File: config.mk
export PLATFORM = sky130hd
export DESIGN_NAME = ser_par_conv_32
export DESIGN_NICKNAME = d
export VERILOG_FILES = /design/src/rtl/ser_par_conv_32.sv
export SDC_FILE = /design/constraint.sdc
export NUM_CORES = 1
export LEC_CHECK = 0
export ABC_AREA = 1
export BUFFER_PORTS_ARGS = -buffer_cell sky130_fd_sc_hd__buf_2
export CORE_ASPECT_RATIO = 1.25
export CORE_MARGIN = 3
export CORE_UTILIZATION = 30
export DETAILED_ROUTE_END_ITERATION = 8
export PLACE_DENSITY = 0.51
export REMOVE_ABC_BUFFERS = 1
export SYNTH_ARGS = -nofsm -noshare
export SYNTH_HDL_FRONTEND = slang
export SYNTH_SLANG_ARGS = --single-unit
File: constraint.sdc
create_clock -name clk -period 1.4 [get_ports clk]
set_input_delay 0.14 -clock clk [delete_from_list [all_inputs] [get_ports clk]]
set_output_delay 0.14 -clock clk [all_outputs]
set_load 0.02 [all_outputs]
File: src/rtl/ser_par_conv_32.sv
// Serial-to-parallel converter: assembles WIDTH-bit words and strobes write.
// Define SER_PAR_MSB_FIRST_EN for MSB-first (shift-left) assembly.
module ser_par_conv_32 #(
    parameter int WIDTH = 32
) (
    input  logic             clk,
    input  logic             rst,
    input  logic             Data_in,
    input  logic             En,
    output logic [WIDTH-1:0] Data_out,
    output logic             write
);

    localparam int CW = $clog2(WIDTH);
    localparam logic [CW-1:0] LAST = CW'(WIDTH - 1);
    localparam logic [CW-1:0] ONE  = CW'(1);

    typedef enum logic {
        IDLE,
        SHIFT
    } state_t;

    state_t           state_q, state_d;
    logic [CW-1:0]    cnt_q, cnt_d;
    logic [WIDTH-1:0] data_q, data_d;
    logic             write_q, write_d;
    logic [WIDTH-1:0] shifted;

`ifdef SER_PAR_MSB_FIRST_EN
    assign shifted = {data_q[WIDTH-2:0], Data_in};
`else
    assign shifted = {Data_in, data_q[WIDTH-1:1]};
`endif

    always_comb begin
        state_d = state_q;
        cnt_d   = cnt_q;
        data_d  = data_q;
        write_d = 1'b0;
        unique case (state_q)
            IDLE: begin
                if (En) begin
                    data_d  = shifted;
                    cnt_d   = ONE;
                    state_d = SHIFT;
                end
            end
            SHIFT: begin
                // A started word always completes; En is not looked at here.
                data_d = shifted;
                if (cnt_q == LAST) begin
                    cnt_d   = '0;
                    write_d = 1'b1;
                    state_d = IDLE;
                end else begin
                    cnt_d = cnt_q + ONE;
                end
            end
            default: state_d = IDLE;
        endcase
    end

    always_ff @(posedge clk) begin
        if (rst) begin
            state_q <= IDLE;
            cnt_q   <= '0;
            data_q  <= '0;
            write_q <= 1'b0;
        end else begin
            state_q <= state_d;
            cnt_q   <= cnt_d;
            data_q  <= data_d;
            write_q <= write_d;
        end
    end

    assign Data_out = data_q;
    assign write    = write_q;

endmodule

# [Word level (Yosys, flattened, before mapping)]
# Index checks and enable logic that the tools add are counted.
[word_totals] regBits=39 inputBits=4 output_inout_bits=33
[op_classes] n_addsub=1 n_eq_ne=2 muxes=9 n_bitwise=1 reduce_logical=1
[op_table] cell="one-hot mux 32 bit (2 select lines)" n=1
[op_table] cell="2-to-1 mux 32 bit" n=1
[op_table] cell="2-to-1 mux 5 bit" n=2
[op_table] cell="one-hot mux 5 bit (2 select lines)" n=1
[op_table] cell="adder 5 x 1 -> 5 bit, second input constant" n=1
[op_table] cell="equality test 5 bit, second input constant" n=1
[op_table] cell="2-to-1 mux 1 bit" n=3
[op_table] cell="!= test 2 bit, second input constant" n=1
[op_table] cell="one-hot mux 1 bit (2 select lines)" n=1
[op_table] cell="OR reduction 2 bit" n=1
[op_table] cell="NOT 1 bit" n=1

# [Longest topological paths before layout]
# Gate-level depths: netlist (run 1).
[depth] ltp_word=3 depth_mapped=7

# [Least setup slack after synthesis (run 1)]
# OpenSTA, ideal clock, no wires.
[synth_path] kind="register -> register" startpoint="register cnt_q[0]" endpoint="register cnt_q[3]" setup_ps=66 arrival_time_ps=1148 required_time_ps=1334 path_slack_ps=186 stages_incl_launch_ff=8 path_buffers=0 synth_period_minus_slack_ps=1214 path_cell_list="dfxtp_1 -> ha_1 -> nand2_1 -> nor2_1 -> ha_1 -> nor2_1 -> nand3_1 -> a21oi_2"
[synth_via] elab_chain_len=3 elab_cells_between_ends=4 classes_between="add/sub (1); eq/ne (1); mux (2)"
[synth_lines] item="start, declared" line="24" text="logic [CW-1:0] cnt_q, cnt_d;"
[synth_lines] item="start signal, assigned" line="71" text="cnt_q <= cnt_d;"
[synth_lines] item="adder 5 x 1 -> 5 bit / equality test 5 bit (equally long branches)" line="56, 51"
[synth_lines] item="2-to-1 mux 5 bit *" line="51" text="if (cnt_q == LAST) begin"
[synth_lines] item="one-hot mux 5 bit (2 select lines) *" line="40" text="unique case (state_q)"
# Mark *: on every way between the ends. The rest lies on a longest branch, timed or not.
# A chain may end at the register's enable or synchronous reset.

# [Worst setup path in the final report (run 1)]
[layout_path] startpoint="register cnt_q[0]" endpoint="register cnt_q[0]"
# The elaborated chain is that of the path after synthesis.

==> impl_metrics.json, run 1 <==
{
  "seq_area_um2": 783.3,
  "grt_max_degree": 38,
  "syn-instance-count": 179,
  "rows": 27,
  "p_sw_frac": 0.2729,
  "setup-violations-final": 0,
  "post-synth-top-count-cell": "nor2_1",
  "worst_slew_margin_rel": 0.6079,
  "cp-start-kind": "flip-flop",
  "first_global_vias": 1118,
  "clkTransAtPathRegs_ns": 0.07,
  "rrSetupSlack_ns": 0.14,
  "clk_path_buf_depth": 2,
  "slew_violations": 0,
  "fin_cells": 274,
  "vias": 1227,
  "drtAntennaViolNets": 0,
  "synth.area.top_cells": "dfxtp_1, nor2_1, o21ai_0",
  "yosysUniqueCellTypes": 20,
  "fill_cells": 516,
  "post-place-cells": 266,
  "io_pins": 37,
  "crit_chain": "ha_1 -> nand2_1 -> nor2_1 -> ha_1 -> nand2_1 -> nand2_1 -> a211oi_1",
  "required_ns": 1.61,
  "worst_pin_slew_ns": 0.5873,
  "wire_per_inst_um": 11.17,
  "post-place-ws_ns": 0.09741,
  "grt_pass1_wl_um": 5050,
  "via_per_inst": 4.478,
  "cp_max_fo": 5,
  "maxCapViolCount": 0,
  "post-cts-setup-buffers": 0,
  "critPathMostFrequentCell": "nand2_1",
  "grt_overflow": 0,
  "drc": 0,
  "wirelength_um": 3060,
  "netlist_top_cells_count": "nor2_1, dfxtp_1, o21ai_0, o21ai_1, nand2_1",
  "rsz0062_at_grt": "false",
  "holdWs_ns": 0.07214,
  "powerDensity_nw_per_um2": 1372,
  "crit_path_max_incr_delay_ns": 0.34,
  "cts-root-buf": "clkbuf_8",
  "yosysTopAreaCell": "dfxtp_1",
  "nets": 222,
  "timing.fmax_ghz": 0.7945,
  "clock-sinks": 39,
  "fp.coreArea_um2": 4527,
  "drt_iter0_markers": 55,
  "cts_tree": "built",
  "ir_drop_mv": 0.5715,
  "switching_power_uw": 653.8,
  "die_y_um": 83.70,
  "die_w_um": 68.16,
  "cts_resized": 0,
  "h-tree-depth": 2,
  "globalRouteTotalUtil": 0.1163,
  "port_buffers": 36,
  "hpwl_um": 1909,
  "synthArstFlopShare": 0,
  "die_area_um2": 5705,
  "cp_top_family": "adder cells",
  "ys_seq_area_frac": 0.5389,
  "arrival_ns": 1.47,
  "hold_viol_final": 0,
  "clk_latency_ns": 0.29,
  "worstSetupEndpointType": "flip-flop",
  "fin_skew_ns": 0.003218,
  "dr.pass1.iters": 4,
  "postCtsHoldBufs": 0,
  "crit_type": "reg -> reg",
  "syn_area_um2": 1449,
  "p_clk_frac": 0.346,
  "fin_tns_setup_ns": 0,
  "layout_setup_ws_ns": 0.1413,
  "worst-path-buf-inv": 0,
  "slowest_stage": "dfxtp_2",
  "drive_gt1_frac": 0.2546,
  "area_growth_pct": 20.47,
  "synth_edf_count": 0,
  "worstHoldPathType": "in -> reg",
  "power.internal_uw": 1742,
  "start_util": 0.3201,
  "ys_ff_latch": 39,
  "synth_top_area_frac": 0.5389,
  "cts_buffers": 5,
  "status": "complete, no violations",
  "p_leak_uw": 0.0008478,
  "synth_flop_cell": "dfxtp_1",
  "multiInputGateArea_um2": 571.8,
  "yosysWarnings": 0,
  "syn_avg_cell_area_um2": 8.094,
  "seqPwrFrac": 0.518,
  "min_period_ns": 1.259,
  "p_comb_frac": 0.136,
  "diodes": 0,
  "globalplace.congestion": 0.7204,
  "antenna_found_initial": 0,
  "period_share": 0.8991
}
==> logic make-up (layout without fill, tap and decap cells) <==
family / after synthesis / count (layout) / share of synthesized area
compound gates: 38 / 38 / 0.1382
fa+ha+maj: 3 / 3 / 0.02591
buf+inv: 14 / 51 / 0.06821
flops: 39 / 39 / 0.5389
simple gates: 85 / 85 / 0.2289
==> through the flow <==
step / total power (uW) / instance area, um^2 / util
after global placement: 1593 / 1640 / 0.3624
after detailed placement: 1596 / 1640 / 0.3624
after floorplan: 1471 / 1365 / -
final: 2395 / 1745 / 0.3856
after global routing: 2526 / 1745 / 0.3856
after CTS: 2432 / 1740 / 0.3845
==> power groups by stage <==
stage / clock, uW / combinational (uW) / sequential, uW
2_1_floorplan: 0 / 126 / 1340
3_3_place_gp: 0 / 329 / 1260
3_5_place_dp: 0 / 331 / 1260
4_1_cts: 862 / 331 / 1240
5_1_grt: 909 / 366 / 1250
6_report: 830 / 326 / 1240
==> area by class of cell <==
type / instances / share of cell area
timing repair buffer: 39 / 0.1161
inverter: 4 / 0.008602
multi-input combinational: 126 / 0.3276
sequential: 39 / 0.4487
clock buffer: 8 / 0.05735
tap: 58 / 0.04158
==> final timing paths <==
kind | to | cells after the start | start
max reg2reg | cnt_q[0]$_SDFFE_PP0P_ | 7 | cnt_q[0]$_SDFFE_PP0P_
max | cnt_q[0]$_SDFFE_PP0P_ | 7 | cnt_q[0]$_SDFFE_PP0P_
min reg2reg | cnt_q[0]$_SDFFE_PP0P_ | 1 | cnt_q[0]$_SDFFE_PP0P_
min | cnt_q[3]$_SDFFE_PP0P_ | 2 | rst
==> metal layers <==
metal | GRT usage | up-vias | wire, um
li1 | - | 643 | -
met5 | 0 | - | 0
met3 | 0.04043 | 6 | 178
met4 | 0.07052 | 0 | 80
met2 | 0.1658 | 27 | 1307
met1 | 0.1465 | 551 | 1493
==> state kept, by name, summed over array words and instances, names as in the netlist <==
| register | count |
|---|---|
| write | 1 |
| cnt_q | 5 |
| state_q | 1 |
| Data_out | 32 |
==> layout by cell type, fill, tap and decap left out, drive strengths merged <==
| master | n |
|---|---|
| clkbuf | 8 |
| buf | 39 |
| a21oi | 4 |
| nand4 | 1 |
| dfxtp | 39 |
| a211oi | 1 |
| nand3 | 2 |
| nand2 | 12 |
| inv | 4 |
| nor2 | 70 |
| ha | 3 |
| o21ai | 33 |
(Power assumes the default switching activity.)
==> inputs of run 2 (changes only) <==
Settings changed: CORE_ASPECT_RATIO 1.25 to default, CTS_BUF_LIST from default to sky130_fd_sc_hd__clkbuf_4.
==> run 2 against run 1 <==
Cell count decreased by 2.2%. Worst hold slack got worse by 0.048 ns. Sequential power hardly changed. Sequential share of layout area rose by 0.88 points. Sequential cell count unchanged. Cell area shrank 2.1%. Utilization fell by 0.61 points. Clock skew hardly changed.
==> impl_metrics.json, run 2 (synthesis results as in run 1) <==
{
  "die_w_um": 75.50,
  "grt_pass1_wl_um": 4767,
  "power.internal_uw": 1498,
  "status": "complete, no violations",
  "fin_skew_ns": 0.003534,
  "timing.fmax_ghz": 0.7850,
  "clk_path_buf_depth": 2,
  "globalRouteTotalUtil": 0.1108,
  "die_area_um2": 5700,
  "h-tree-depth": 2,
  "critPathMostFrequentCell": "ha_1",
  "seqPwrFrac": 0.592,
  "post-place-cells": 262,
  "r2r_start": "cnt_q[0]$_SDFFE_PP0P_",
  "clkTransAtPathRegs_ns": 0.10,
  "slew_violations": 0,
  "ir_drop_mv": 0.5943,
  "mostFrequentLayoutCell": "nor2_1",
  "port_buffers": 36,
  "slowest_stage": "dfxtp_2",
  "r2r-end": "cnt_q[3]$_SDFFE_PP0P_",
  "cp_max_fo": 5,
  "rrSetupSlack_ns": 0.13,
  "period_share": 0.9099,
  "postCtsHoldBufs": 0,
  "worst-path-stages": 7,
  "io_pins": 37,
  "hpwl_um": 2008,
  "nets": 224,
  "final_cell_mix": "nor2_1, dfxtp_1, buf_2",
  "drive_gt1_frac": 0.2546,
  "largest_register_ffs": 32,
  "cts_tree": "built",
  "wirelength_um": 2923,
  "switching_power_uw": 597.1,
  "die_y_um": 75.50,
  "first_global_vias": 1051,
  "powerDensity_nw_per_um2": 1226,
  "grt_max_degree": 29,
  "diodes": 0,
  "fp.coreArea_um2": 4504,
  "setup-violations-final": 0,
  "hold_viol_final": 0,
  "rows": 24,
  "cp_top_family": "adder cells",
  "fin_area_um2": 1709,
  "crit_type": "reg -> reg",
  "p_leak_uw": 0.0008391,
  "worstSetupEndpointType": "flip-flop",
  "drtAntennaViolNets": 0,
  "rsz0062_at_grt": "false",
  "cp-start-kind": "flip-flop",
  "drt_iter0_markers": 38,
  "drc": 0,
  "crit_path_end": "cnt_q[3]$_SDFFE_PP0P_",
  "clk_latency_ns": 0.33,
  "crit_start": "cnt_q[0]$_SDFFE_PP0P_",
  "area_growth_pct": 17.96,
  "reg2reg_depth": 7,
  "grt_overflow": 0,
  "via_per_inst": 4.481,
  "p_clk_frac": 0.249,
  "crit_path_max_incr_delay_ns": 0.35,
  "clock-sinks": 39,
  "p_comb_frac": 0.158,
  "fin_cells": 268,
  "worstHoldPathType": "in -> reg",
  "p_sw_frac": 0.2849,
  "wire_per_inst_um": 10.91,
  "arrival_ns": 1.55,
  "antenna_found_initial": 0,
  "required_ns": 1.68,
  "cts-root-buf": "clkbuf_4",
  "finalPower_uw": 2096,
  "place_area_um2": 1660,
  "worst_slew_margin_rel": 0.8353,
  "worst_pin_slew_ns": 0.2467,
  "min_period_ns": 1.274,
  "crit_chain": "ha_1 -> nand2_1 -> nor2_1 -> ha_1 -> nor2_2 -> nand3_1 -> a21oi_2",
  "worst-path-buf-inv": 0,
  "maxCapViolCount": 0,
  "globalplace.congestion": 0.6863,
  "post-cts-setup-buffers": 0,
  "cts_buffers": 5,
  "start_util": 0.3217,
  "vias": 1201,
  "dr.pass1.iters": 4
}
-- run 2: power by group through the flow --
stage | registers (uW) | logic, uW | clock network [uW]
final | 1240 | 332 | 523
after global routing | 1250 | 374 | 597
after CTS | 1240 | 338 | 558
after detailed placement | 1270 | 338 | 0
after global placement | 1270 | 336 | 0
after floorplan | 1340 | 126 | 0
-- run 2: how the worst min path moves through the flow --
| stage | from | endpoint | slack [ns] | depth (start not counted) |
|---|---|---|---|---|
| after detailed placement | rst | cnt_q[3]$_SDFFE_PP0P_ | 0.38 | 2 |
| after floorplan | rst | cnt_q[3]$_SDFFE_PP0P_ | 0.20 | 1 |
| after global placement | rst | cnt_q[3]$_SDFFE_PP0P_ | 0.38 | 2 |
| after CTS | rst | cnt_q[3]$_SDFFE_PP0P_ | 0.01 | 2 |
| final | rst | cnt_q[3]$_SDFFE_PP0P_ | 0.02 | 2 |
| after global routing | rst | cnt_q[3]$_SDFFE_PP0P_ | 0.01 | 2 |
-- run 2: worst register-to-register path, stage by stage, from the launching register on --
cell and delay [ns]:
dfxtp_2 0.35, ha_1 0.20, nand2_1 0.09, nor2_1 0.06, ha_1 0.20, nor2_2 0.12
nand3_1 0.10, a21oi_2 0.11
-- run 2: layout make-up --
cell class,count,area [um^2]
inverters,4,15.01
flip-flops and latches,39,782.0
well taps,52,65.06
repair buffers,41,230.2
multi-input cells,126,571.8
fillers,498,2795
clock buffers,6,45.04
-- run 2: metrics by stage --
stage | TNS (ns) | hold WS [ns] | setup WS (ns) | util
2_1_floorplan | -12.54 | 0.2024 | -0.3885 | -
4_1_cts | 0 | 0.01348 | 0.07349 | 0.3786
3_5_place_dp | 0 | 0.3801 | 0.09421 | 0.3686
3_3_place_gp | 0 | 0.3792 | 0.1208 | 0.3686
5_1_grt | 0 | 0.01270 | 0.01657 | 0.3794
6_report | 0 | 0.02424 | 0.1262 | 0.3794
-- run 2: routing by layer --
| layer | GRT usage | part of all wire |
|---|---|---|
| met1 | 0.1404 | 0.49 |
| met2 | 0.1649 | 0.43 |
| met3 | 0.03958 | 0.060 |
| met4 | 0.05825 | 0.021 |
| met5 | 0 | 0 |
-- run 2: repair_timing --
item / CTS / global route
endpoints found under the setup margin: 0 / 2
hold endpoints to repair: 0 / 0
resized for setup: 0 / 2
==> inputs of run 3 (changes only) <==
Settings changed: CELL_PAD_IN_SITES_DETAIL_PLACEMENT from default to 1, CELL_PAD_IN_SITES_GLOBAL_PLACEMENT from default to 1, PLACE_DENSITY 0.51 to 0.66, TNS_END_PERCENT from default to 100.
==> run 3 against run 2 <==
Cell area rose by 2.8%. Sequential share of layout area fell by 1.0 points. Non-clock buffer count rose by 3. Clock power rose by 42%. Worst hold slack improved by 0.011 ns. Largest cell class unchanged. Register-to-register slack got worse by 0.03 ns. Utilization rose by 1.1 points. Sequential cell count did not move. Global-route usage rose by 1.2 points. Clock-buffer cell count fell by 1. First-iteration DRC count rose by 16%. Die area did not move.
==> impl_metrics.json, run 3 (synthesis results as in run 1) <==
{
  "status": "complete, no violations",
  "globalplace.congestion": 0.7897,
  "cts_buffers": 5,
  "final_core_util": 0.3900,
  "h-tree-depth": 2,
  "powerDensity_nw_per_um2": 1322,
  "rows": 24,
  "clkTransAtPathRegs_ns": 0.12,
  "maxCapViolCount": 0,
  "die_area_um2": 5700,
  "cts_tree": "built",
  "drc": 0,
  "period_share": 0.9304,
  "crit_type": "reg -> reg",
  "timing.fmax_ghz": 0.7677,
  "cp-start-kind": "flip-flop",
  "worst-path-buf-inv": 0,
  "port_buffers": 36,
  "grt_max_degree": 25,
  "crit_chain": "ha_1 -> nand2_1 -> nor2_1 -> ha_1 -> nor2_2 -> nand3_1 -> a21oi_2",
  "p_leak_uw": 0.0008624,
  "globalRouteTotalUtil": 0.1231,
  "dr.pass1.iters": 4,
  "grt_pass1_wl_um": 5271,
  "area_growth_pct": 21.24,
  "die_w_um": 75.50,
  "fin_skew_ns": 0.008645,
  "post-cts-setup-buffers": 0,
  "layout_setup_ws_ns": 0.09747,
  "cp_max_fo": 5,
  "worstSetupEndpointType": "flip-flop",
  "die_y_um": 75.50,
  "drtAntennaViolNets": 0,
  "hpwl_um": 2225,
  "antenna_found_initial": 0,
  "crit_path_max_incr_delay_ns": 0.38,
  "required_ns": 1.69,
  "largest_register_ffs": 32,
  "post-place-ws_ns": 0.06616,
  "diodes": 0,
  "drive_gt1_frac": 0.2670,
  "nets": 227,
  "grt_overflow": 0,
  "holdWs_ns": 0.03505,
  "clk_latency_ns": 0.35,
  "min_period_ns": 1.303,
  "multiInputGateArea_um2": 571.8,
  "fp.coreArea_um2": 4504,
  "cp_top_family": "adder cells",
  "drt_iter0_markers": 44,
  "first_global_vias": 1189,
  "ir_drop_mv": 0.5325,
  "hold_viol_final": 0,
  "rsz0062_at_grt": "false",
  "critPathMostFrequentCell": "ha_1",
  "clock-sinks": 39,
  "fill_cells": 573,
  "cts-root-buf": "clkbuf_4",
  "slowest_stage": "dfxtp_4",
  "arrival_ns": 1.59,
  "worst_pin_slew_ns": 0.2323,
  "slew_violations": 0,
  "wire_per_inst_um": 11.87,
  "worstHoldPathType": "in -> reg",
  "clk_path_buf_depth": 2,
  "worst_slew_margin_rel": 0.8449,
  "wirelength_um": 3240,
  "start_util": 0.3217,
  "vias": 1263,
  "io_pins": 37,
  "seq_area_um2": 785.8,
  "final_cell_mix": "nor2_1, dfxtp_1, buf_2",
  "setup-violations-final": 0,
  "via_per_inst": 4.626,
  "mostFrequentLayoutCell": "nor2_1"
}
[run 3: through the flow]
step           area (um^2)  total power [uW]  instances  TNS [ns]
2_1_floorplan         1365              1471        169    -12.54
3_3_place_gp          1663              1606        264         0
3_5_place_dp          1663              1610        264         0
4_1_cts               1749              2362        273         0
5_1_grt               1757              2460        273         0
6_report              1757              2323        273         0
[run 3: path summary, 6_finish.rpt]
check	startpoint	endpoint	slack, ns	depth (start not counted)
worst max-delay path	cnt_q[0]$_SDFFE_PP0P_	cnt_q[3]$_SDFFE_PP0P_	0.1	7
worst min-delay path	Data_in	Data_out[31]$_SDFFE_PP0P_	0.04	3
worst max register to register	cnt_q[0]$_SDFFE_PP0P_	cnt_q[3]$_SDFFE_PP0P_	0.1	7
worst min register to register	cnt_q[0]$_SDFFE_PP0P_	cnt_q[0]$_SDFFE_PP0P_	0.48	1
[run 3: layout make-up]
type,count,area share
Multi-Input combinational cell,126,0.3255
Tap cell,52,0.03704
Clock inverter,3,0.02208
Sequential cell,39,0.4473
Timing Repair Buffer,44,0.1382
Clock buffer,5,0.02137
Inverter,4,0.008547
[run 3: where the power goes]
group	switching (uW)	internal (uW)	leakage, uW
clock	375	367	0.0000426
sequential	57.0	1190	0.000322
combinational	222	116	0.000498
total	653	1670	0.000862
[run 3: worst reg2reg max path: cells and delay by family (launching register included)]
| family | cells | cell delay, ns |
|---|---|---|
| AOI/OAI and AO/OA | 1 | 0.11 |
| adders and majority gates | 2 | 0.41 |
| DFF | 1 | 0.38 |
| and+or+nand+nor | 4 | 0.35 |
[run 3: routing by layer]
metal	vias up	track usage	part of all wire
met5	-	0	0
met3	4	0.03562	0.050
met2	28	0.1956	0.46
met1	578	0.1483	0.47
met4	0	0.06990	0.018
li1	653	-	-
[run 3: repair_timing]
action                                  4_1_cts  5_1_grt
gates resized for setup                       0        4
hold endpoints to repair                      1        0
hold buffers                                  1        0
endpoints found under the setup margin        0        2
